## src/rtl/stall_sequencer_if.sv

```systemverilog
// Control bundle between the hazard/branch/memory sources and the stall sequencer.
// master drives requests and observes the pipeline controls; slave is the sequencer.
interface stall_sequencer_if #(
    parameter int CNT_W = 32
);
    logic             load_use_req;
    logic [1:0]       branch_dep_cycles;
    logic             branch_taken;
    logic             mem_busy;
    logic             halt;
    logic             PCWrite;
    logic             IF_ID_Write;
    logic             IF_ID_Flush;
    logic             ID_EX_Flush;
    logic             pipe_en;
    logic             stall_active;
    logic [CNT_W-1:0] stall_cycles;

    modport master (
        output load_use_req, branch_dep_cycles, branch_taken, mem_busy, halt,
        input  PCWrite, IF_ID_Write, IF_ID_Flush, ID_EX_Flush, pipe_en,
               stall_active, stall_cycles
    );

    modport slave (
        input  load_use_req, branch_dep_cycles, branch_taken, mem_busy, halt,
        output PCWrite, IF_ID_Write, IF_ID_Flush, ID_EX_Flush, pipe_en,
               stall_active, stall_cycles
    );
endinterface

```

## src/rtl/stall_sequencer.sv

```systemverilog
// Stall/flush sequencer for the five-stage pipe: RUN/STALL/HALT FSM with Mealy controls.
// Define STALL_PERF_CNT_EN to build the saturating stall-cycle counter on stall_cycles.
module stall_sequencer #(
    parameter int CNT_W = 32
) (
    input  logic              clk,
    input  logic              reset,
    stall_sequencer_if.slave  bus
);
    typedef enum logic [1:0] {RUN, STALL, HALT} state_t;

    state_t     stateReg, stateNext;
    logic [1:0] remainReg, remainNext;
    logic [1:0] depCycles;
    logic [1:0] need;

    // A dependency code of 3 behaves as a load producer (2 cycles).
    assign depCycles = (bus.branch_dep_cycles == 2'd3) ? 2'd2 : bus.branch_dep_cycles;
    assign need      = (depCycles == 2'd0 && bus.load_use_req) ? 2'd1 : depCycles;

    always_ff @(posedge clk or posedge reset) begin
        if (reset) begin
            stateReg  <= RUN;
            remainReg <= 2'd0;
        end else begin
            stateReg  <= stateNext;
            remainReg <= remainNext;
        end
    end

    always_comb begin
        stateNext  = stateReg;
        remainNext = remainReg;
        if (!bus.mem_busy) begin
            if (stateReg == HALT) begin
                stateNext = HALT;
            end else if (bus.halt) begin
                stateNext  = HALT;
                remainNext = 2'd0;
            end else if (stateReg == STALL) begin
                remainNext = (remainReg == 2'd0) ? 2'd0 : remainReg - 2'd1;
                if (remainReg <= 2'd1) begin
                    stateNext = RUN;
                end
            end else if (need == 2'd2) begin
                // The current cycle is the first stall; one more follows in STALL.
                stateNext  = STALL;
                remainNext = 2'd1;
            end
        end
    end

    always_comb begin
        bus.PCWrite     = 1'b1;
        bus.IF_ID_Write = 1'b1;
        bus.IF_ID_Flush = 1'b0;
        bus.ID_EX_Flush = 1'b0;
        bus.pipe_en     = 1'b1;
        if (reset) begin
            bus.PCWrite     = 1'b0;
            bus.IF_ID_Write = 1'b0;
            bus.IF_ID_Flush = 1'b1;
            bus.ID_EX_Flush = 1'b1;
            bus.pipe_en     = 1'b0;
        end else if (bus.mem_busy) begin
            bus.PCWrite     = 1'b0;
            bus.IF_ID_Write = 1'b0;
            bus.pipe_en     = 1'b0;
        end else if (stateReg == HALT || bus.halt ||
                     stateReg == STALL || need != 2'd0) begin
            // Halt and stall share one pattern: freeze fetch, bubble ID/EX, drain the back end.
            bus.PCWrite     = 1'b0;
            bus.IF_ID_Write = 1'b0;
            bus.ID_EX_Flush = 1'b1;
        end else if (bus.branch_taken) begin
            bus.IF_ID_Flush = 1'b1;
        end
    end

    assign bus.stall_active = ~bus.PCWrite;

`ifdef STALL_PERF_CNT_EN
    logic [CNT_W-1:0] cntReg;

    always_ff @(posedge clk or posedge reset) begin
        if (reset) begin
            cntReg <= '0;
        end else if (bus.stall_active && !bus.mem_busy && !(&cntReg)) begin
            cntReg <= cntReg + CNT_W'(1);
        end
    end

    assign bus.stall_cycles = cntReg;
`else
    assign bus.stall_cycles = {CNT_W{1'b0}};
`endif
endmodule

```

## src/flat_wrapper.sv

```systemverilog
// flat-port wrapper written by rule: the top's interface ports become plain ports
module stall_sequencer_flat 
#(
    parameter int CNT_W = 32
)
  (clk, reset, bus_load_use_req, bus_branch_dep_cycles, bus_branch_taken, bus_mem_busy, bus_halt, bus_PCWrite, bus_IF_ID_Write, bus_IF_ID_Flush, bus_ID_EX_Flush, bus_pipe_en, bus_stall_active, bus_stall_cycles);
  stall_sequencer_if #(.CNT_W(CNT_W)) bus_i ();
  input  logic clk;
  input  logic reset;
  input wire logic [$bits(bus_i.load_use_req)-1:0] bus_load_use_req;
  input wire logic [$bits(bus_i.branch_dep_cycles)-1:0] bus_branch_dep_cycles;
  input wire logic [$bits(bus_i.branch_taken)-1:0] bus_branch_taken;
  input wire logic [$bits(bus_i.mem_busy)-1:0] bus_mem_busy;
  input wire logic [$bits(bus_i.halt)-1:0] bus_halt;
  output wire logic [$bits(bus_i.PCWrite)-1:0] bus_PCWrite;
  output wire logic [$bits(bus_i.IF_ID_Write)-1:0] bus_IF_ID_Write;
  output wire logic [$bits(bus_i.IF_ID_Flush)-1:0] bus_IF_ID_Flush;
  output wire logic [$bits(bus_i.ID_EX_Flush)-1:0] bus_ID_EX_Flush;
  output wire logic [$bits(bus_i.pipe_en)-1:0] bus_pipe_en;
  output wire logic [$bits(bus_i.stall_active)-1:0] bus_stall_active;
  output wire logic [$bits(bus_i.stall_cycles)-1:0] bus_stall_cycles;
  assign bus_i.load_use_req = bus_load_use_req;
  assign bus_i.branch_dep_cycles = bus_branch_dep_cycles;
  assign bus_i.branch_taken = bus_branch_taken;
  assign bus_i.mem_busy = bus_mem_busy;
  assign bus_i.halt = bus_halt;
  assign bus_PCWrite = bus_i.PCWrite;
  assign bus_IF_ID_Write = bus_i.IF_ID_Write;
  assign bus_IF_ID_Flush = bus_i.IF_ID_Flush;
  assign bus_ID_EX_Flush = bus_i.ID_EX_Flush;
  assign bus_pipe_en = bus_i.pipe_en;
  assign bus_stall_active = bus_i.stall_active;
  assign bus_stall_cycles = bus_i.stall_cycles;
  stall_sequencer #(.CNT_W(CNT_W)) u_core (.clk(clk), .reset(reset), .bus(bus_i));
endmodule
```

## config.mk

```make
export PLATFORM = sky130hd
export DESIGN_NAME = stall_sequencer_flat
export DESIGN_NICKNAME = d
export VERILOG_FILES = /design/src/rtl/stall_sequencer_if.sv /design/src/rtl/stall_sequencer.sv /design/src/flat_wrapper.sv
export SDC_FILE = /design/constraint.sdc
export NUM_CORES = 1
export LEC_CHECK = 0
export CAP_MARGIN = 10
export CORE_MARGIN = 10
export CORE_UTILIZATION = 31
export DETAILED_ROUTE_END_ITERATION = 7
export PLACE_DENSITY = 0.78
export RECOVER_POWER = 50
export SLEW_MARGIN = 20
export SYNTH_ARGS = -nofsm -noshare
export SYNTH_HDL_FRONTEND = slang
export SYNTH_SLANG_ARGS = --single-unit
```

## constraint.sdc

```tcl
create_clock -name clk -period 1.43 [get_ports clk]
set_input_delay 0.2145 -clock clk [delete_from_list [all_inputs] [get_ports clk]]
set_output_delay 0.2145 -clock clk [all_outputs]
set_load 0.03 [all_outputs]
```

Yosys cells after proc, flatten, opt, wreduce, memory -nomap -nowiden --
Index checks and enable logic that the tools add are counted.
Cells by class: add/sub/neg operators 1, order comparisons 1, equal/unequal tests 5, muxes and demuxes 22, bitwise operators 3, reductions and logical operators 11
Operators by type and width (number):
- 2-to-1 mux 2 bit | 10
- 2-to-1 mux 1 bit | 12
- == test 2 bit, second input constant | 3
- AND reduction 3 bit | 2
- zero test 2 bit | 2
- != test 4 bit, second input constant | 1
- nonzero test 4 bit | 1
- logical OR 1 bit | 3
- NOT 1 bit | 3
- nonzero test 3 bit | 1
- == test 2 x 1 -> 1 bit, second input constant | 1
- <= comparator 2 x 1 -> 1 bit, second input constant | 1
- nonzero test 2 bit | 1
- subtractor 2 x 1 -> 2 bit, second input constant | 1
- logical AND 1 bit | 1
Word-level totals: bits in registers 4, bits of input ports 8, output and inout bits 38, word-level logic and storage cells 45

Longest topological paths before layout --
depth in word-level cells 11, mapped depth 4, gate-level depth less buffers 3

Worst setup path before layout --
OpenSTA, ideal clock, no wires.
path kind reg-to-output, start register u_core.stateReg[1], end output bus_PCWrite, data arrival time 1.424 ns, setup slack -0.209 ns, cell stages (with the launch flop) 5, cells stage by stage dfrtp_1 nor2b_4 and4b_4 and2_1 buf_4
Between the ends: longest elaborated chain between the ends 7, elaborated cells between the ends (all ways) 8
Ends and longest elaborated chain:
- start, declared | line stall_sequencer.sv:12 | state_t stateReg, stateNext;
- start signal, assigned | line stall_sequencer.sv:26 | stateReg <= stateNext;
- == test 2 bit | line stall_sequencer.sv:69 | end else if (stateReg == HALT || bus.halt ||
- logical OR 1 bit | line stall_sequencer.sv:69
- logical OR 1 bit (*) | line stall_sequencer.sv:69
- logical OR 1 bit (*) | line stall_sequencer.sv:70 | stateReg == STALL || need != 2'd0) begin
- 2-to-1 mux 1 bit (*) (3 in series)
- end, declared | line flat_wrapper.sv:15 | output wire logic [$bits(bus_i.PCWrite)-1:0] bus_PCWrite;
Mark *: on every way between the ends. The rest lies on a longest branch, timed or not.

Worst setup path in the final report --
start register u_core.stateReg[1], end output bus_IF_ID_Flush
Between the ends: longest elaborated chain between the ends 7, elaborated cells between the ends (all ways) 8
Ends and longest elaborated chain:
- == test 2 bit | line stall_sequencer.sv:69
- logical OR 1 bit | line stall_sequencer.sv:69
- logical OR 1 bit (*) | line stall_sequencer.sv:69
- logical OR 1 bit (*) | line stall_sequencer.sv:70
- 2-to-1 mux 1 bit (*) | line stall_sequencer.sv:69
- 2-to-1 mux 1 bit (*) | line stall_sequencer.sv:65 | end else if (bus.mem_busy) begin
- 2-to-1 mux 1 bit (*) | line stall_sequencer.sv:59 | if (reset) begin
- end, declared | line flat_wrapper.sv:17 | output wire logic [$bits(bus_i.IF_ID_Flush)-1:0] bus_IF_ID_Flush;
Marked as above.

==> flow_summary.toml <==
[worst_setup_path]
critPathLaunchType = "register"
cp_slowest_cell = "dfrtp_1"
cp_max_fo = 4
end_kind = "output port"
cpPeakStageDelay_ps = 380
critical_path.cell_chain = "nor2b_4, and4b_4, a31o_1, buf_6"
worstSetupPathType = "reg2out"
cp_top_family = "simple AND/OR/NAND/NOR gates"
required_ps = 1220
critPathArrivalTime_ps = 1390
crit_buf_inv = 1

[timing]
clock.fmax_mhz = 624
finalSetupViolCount = 5
finalHoldViolCount = 0
tns_ps = -672
grt_setup_unrepaired = "yes"
period_share_pct = 112
hold_ws_ps = 452
maxSlewViolCount = 0
min_period_ps = 1600
worst_slack_ps = -173
fin_skew_ps = 2.99

[placement]
io_buffers = 13
place_congestion = 0.895
pre_cts_slack_ps = -149
hpwl_um = 1160

[global_route]
grt_pass1_vias = 403
grt_first_pass_wirelength_um = 1720
grt_util_met1_pct = 5.54
met3_usage_pct = 3.05
antenna_found_initial = 0
grt_use_met2_pct = 10.8
grt_overflow = 0
grt_start_max_net_pins = 8
grt.busiest_layer = "met2"
track_usage_pct = 6.28

[cts]
cts_tree = "done"
path_clk_slew_ps = 40
htreeDepth = 1
clk_latency_ps = 230
root_buffer = "clkbuf_4"
cts_buffers = 3
cts_sinks = 4
postCtsHoldBufs = 0
clock_path_buffers = 2

[yosys]
synth_top_area_cell = "buf_4"
synthArstFlopShare_pct = 100
synthTopCellsByCount = "buf_4, dfrtp_1, nor2_1"
synth_cell_type_count = 24
yosys-top-cells-area = "buf_4, dfrtp_1, a22o_1"
ys_seq_area_share_pct = 18.4
synth_edf_count = 0
synth_area_um2 = 543
yosysWarnings = 0
netlist_instances = 67
syn_area_per_cell_um2 = 8.10
ys_ff_latch = 4
synth_top_area_share_pct = 45.6
synthFlopType = "dfrtp_1"
synth.most_common_cell = "buf_4"

[drt]
avgViaCountPerCell = 3.97
first_iter_violations = 0
drc_errors = 0
ant_nets = 0
wire_per_inst_um = 12.1
dr.pass1.iters = 1
drt-total-wl_um = 1320
num_vias = 433

[floorplanning]
dieArea_um2 = 3830
io_pins = 46
start_util_pct = 32.1
die_h_um = 61.9
num_rows = 15
core_um2 = 1690
die_w_um = 61.9

[final_layout]
synthToLayoutAreaGrowth_pct = 25.1
fillers = 183
multi_input_area_um2 = 313
antenna_cells = 0
drive_gt1_share_pct = 28.3
nNetsFinal = 102
regArea_um2 = 100

[power]
p_leak_nw = 0.366
power.density_nw_per_um2 = 716
vdd_drop_max_mv = 0.285

[run]
max_cap_violations = 0

[run_status]
status = "finished, violations left"
violations = "negative setup slack"

[worst_hold_path]
min_path_type = "in2reg"
## cell usage in the layout (no fill, tap or decap), drive strengths merged, types with 2 or more instances in the layout
master	count
clkdlybuf4s50	5
a22o	2
nand2b	2
dfrtp	4
conb	32
o21ai	3
inv	2
nor2	4
buf	16
a21oi	2
clkbuf	4
## registers in the layout, indices dropped and copies added (netlist names)
register          flops
u_core.stateReg       2
u_core.remainReg      2
## routing by layer
layer / wire length, um / share of wire [%]
met4: 0 / 0
met5: 0 / 0
met3: 177 / 13
met2: 713 / 54
met1: 426 / 32
## kinds of logic (layout without fill, tap and decap cells)
| group | count (synthesis) | count (layout) | share of synthesized area, % |
|---|---|---|---|
| simple gates | 16 | 16 | 19.8 |
| compound gates | 11 | 11 | 14.1 |
| flops | 4 | 4 | 18.4 |
| buf+inv | 35 | 29 | 47.0 |
| other cells | 1 | 32 | 0.691 |
## final cells by class
cell class,instances,area share (%)
clock buffer,3,3.31
inverter,2,1.10
multi-input combinational,59,46.0
sequential,4,14.7
tap,17,3.13
timing repair buffer,24,31.7
## per-stage QoR
step                area, um2  std cells  total power, mW  util [%]
floorplan                 669         98            0.352         -
global placement          629        105            0.340      37.3
detailed placement        629        105            0.344      37.3
CTS                       671        108            0.492      39.7
global route              679        109            0.518      40.2
finish                    679        109            0.487      40.2
## worst paths after layout
kind	from	endpoint	slack, ps	depth (start not counted)
max	u_core.stateReg[1]	bus_IF_ID_Flush	-170	4
min	bus_mem_busy	u_core.remainReg[0]	450	3
max reg2reg	u_core.stateReg[1]	u_core.remainReg[0]	250	4
min reg2reg	u_core.remainReg[1]	u_core.remainReg[1]	540	1
max in group asynchronous	reset	u_core.stateReg[1]	730	3
min in group asynchronous	reset	u_core.remainReg[0]	510	3
## power breakdown
| part | switching (mW) | internal [mW] |
|---|---|---|
| registers | 0.0100 | 0.129 |
| logic | 0.156 | 0.0537 |
| clock network | 0.0448 | 0.0938 |
## timing repair
item,4_1_cts,5_1_grt
cloned,0,0
setup endpoints to repair,5,6
pin swaps,1,1
setup buffers,0,1
gates resized for setup,5,2
## worst register-to-register path, stage by stage, from the launching register on
cell	delay, ps
dfrtp_1	380
nor2b_4	140
buf_4	130
or3_1	300
o22ai_1	160
(Power assumes the default switching activity.)
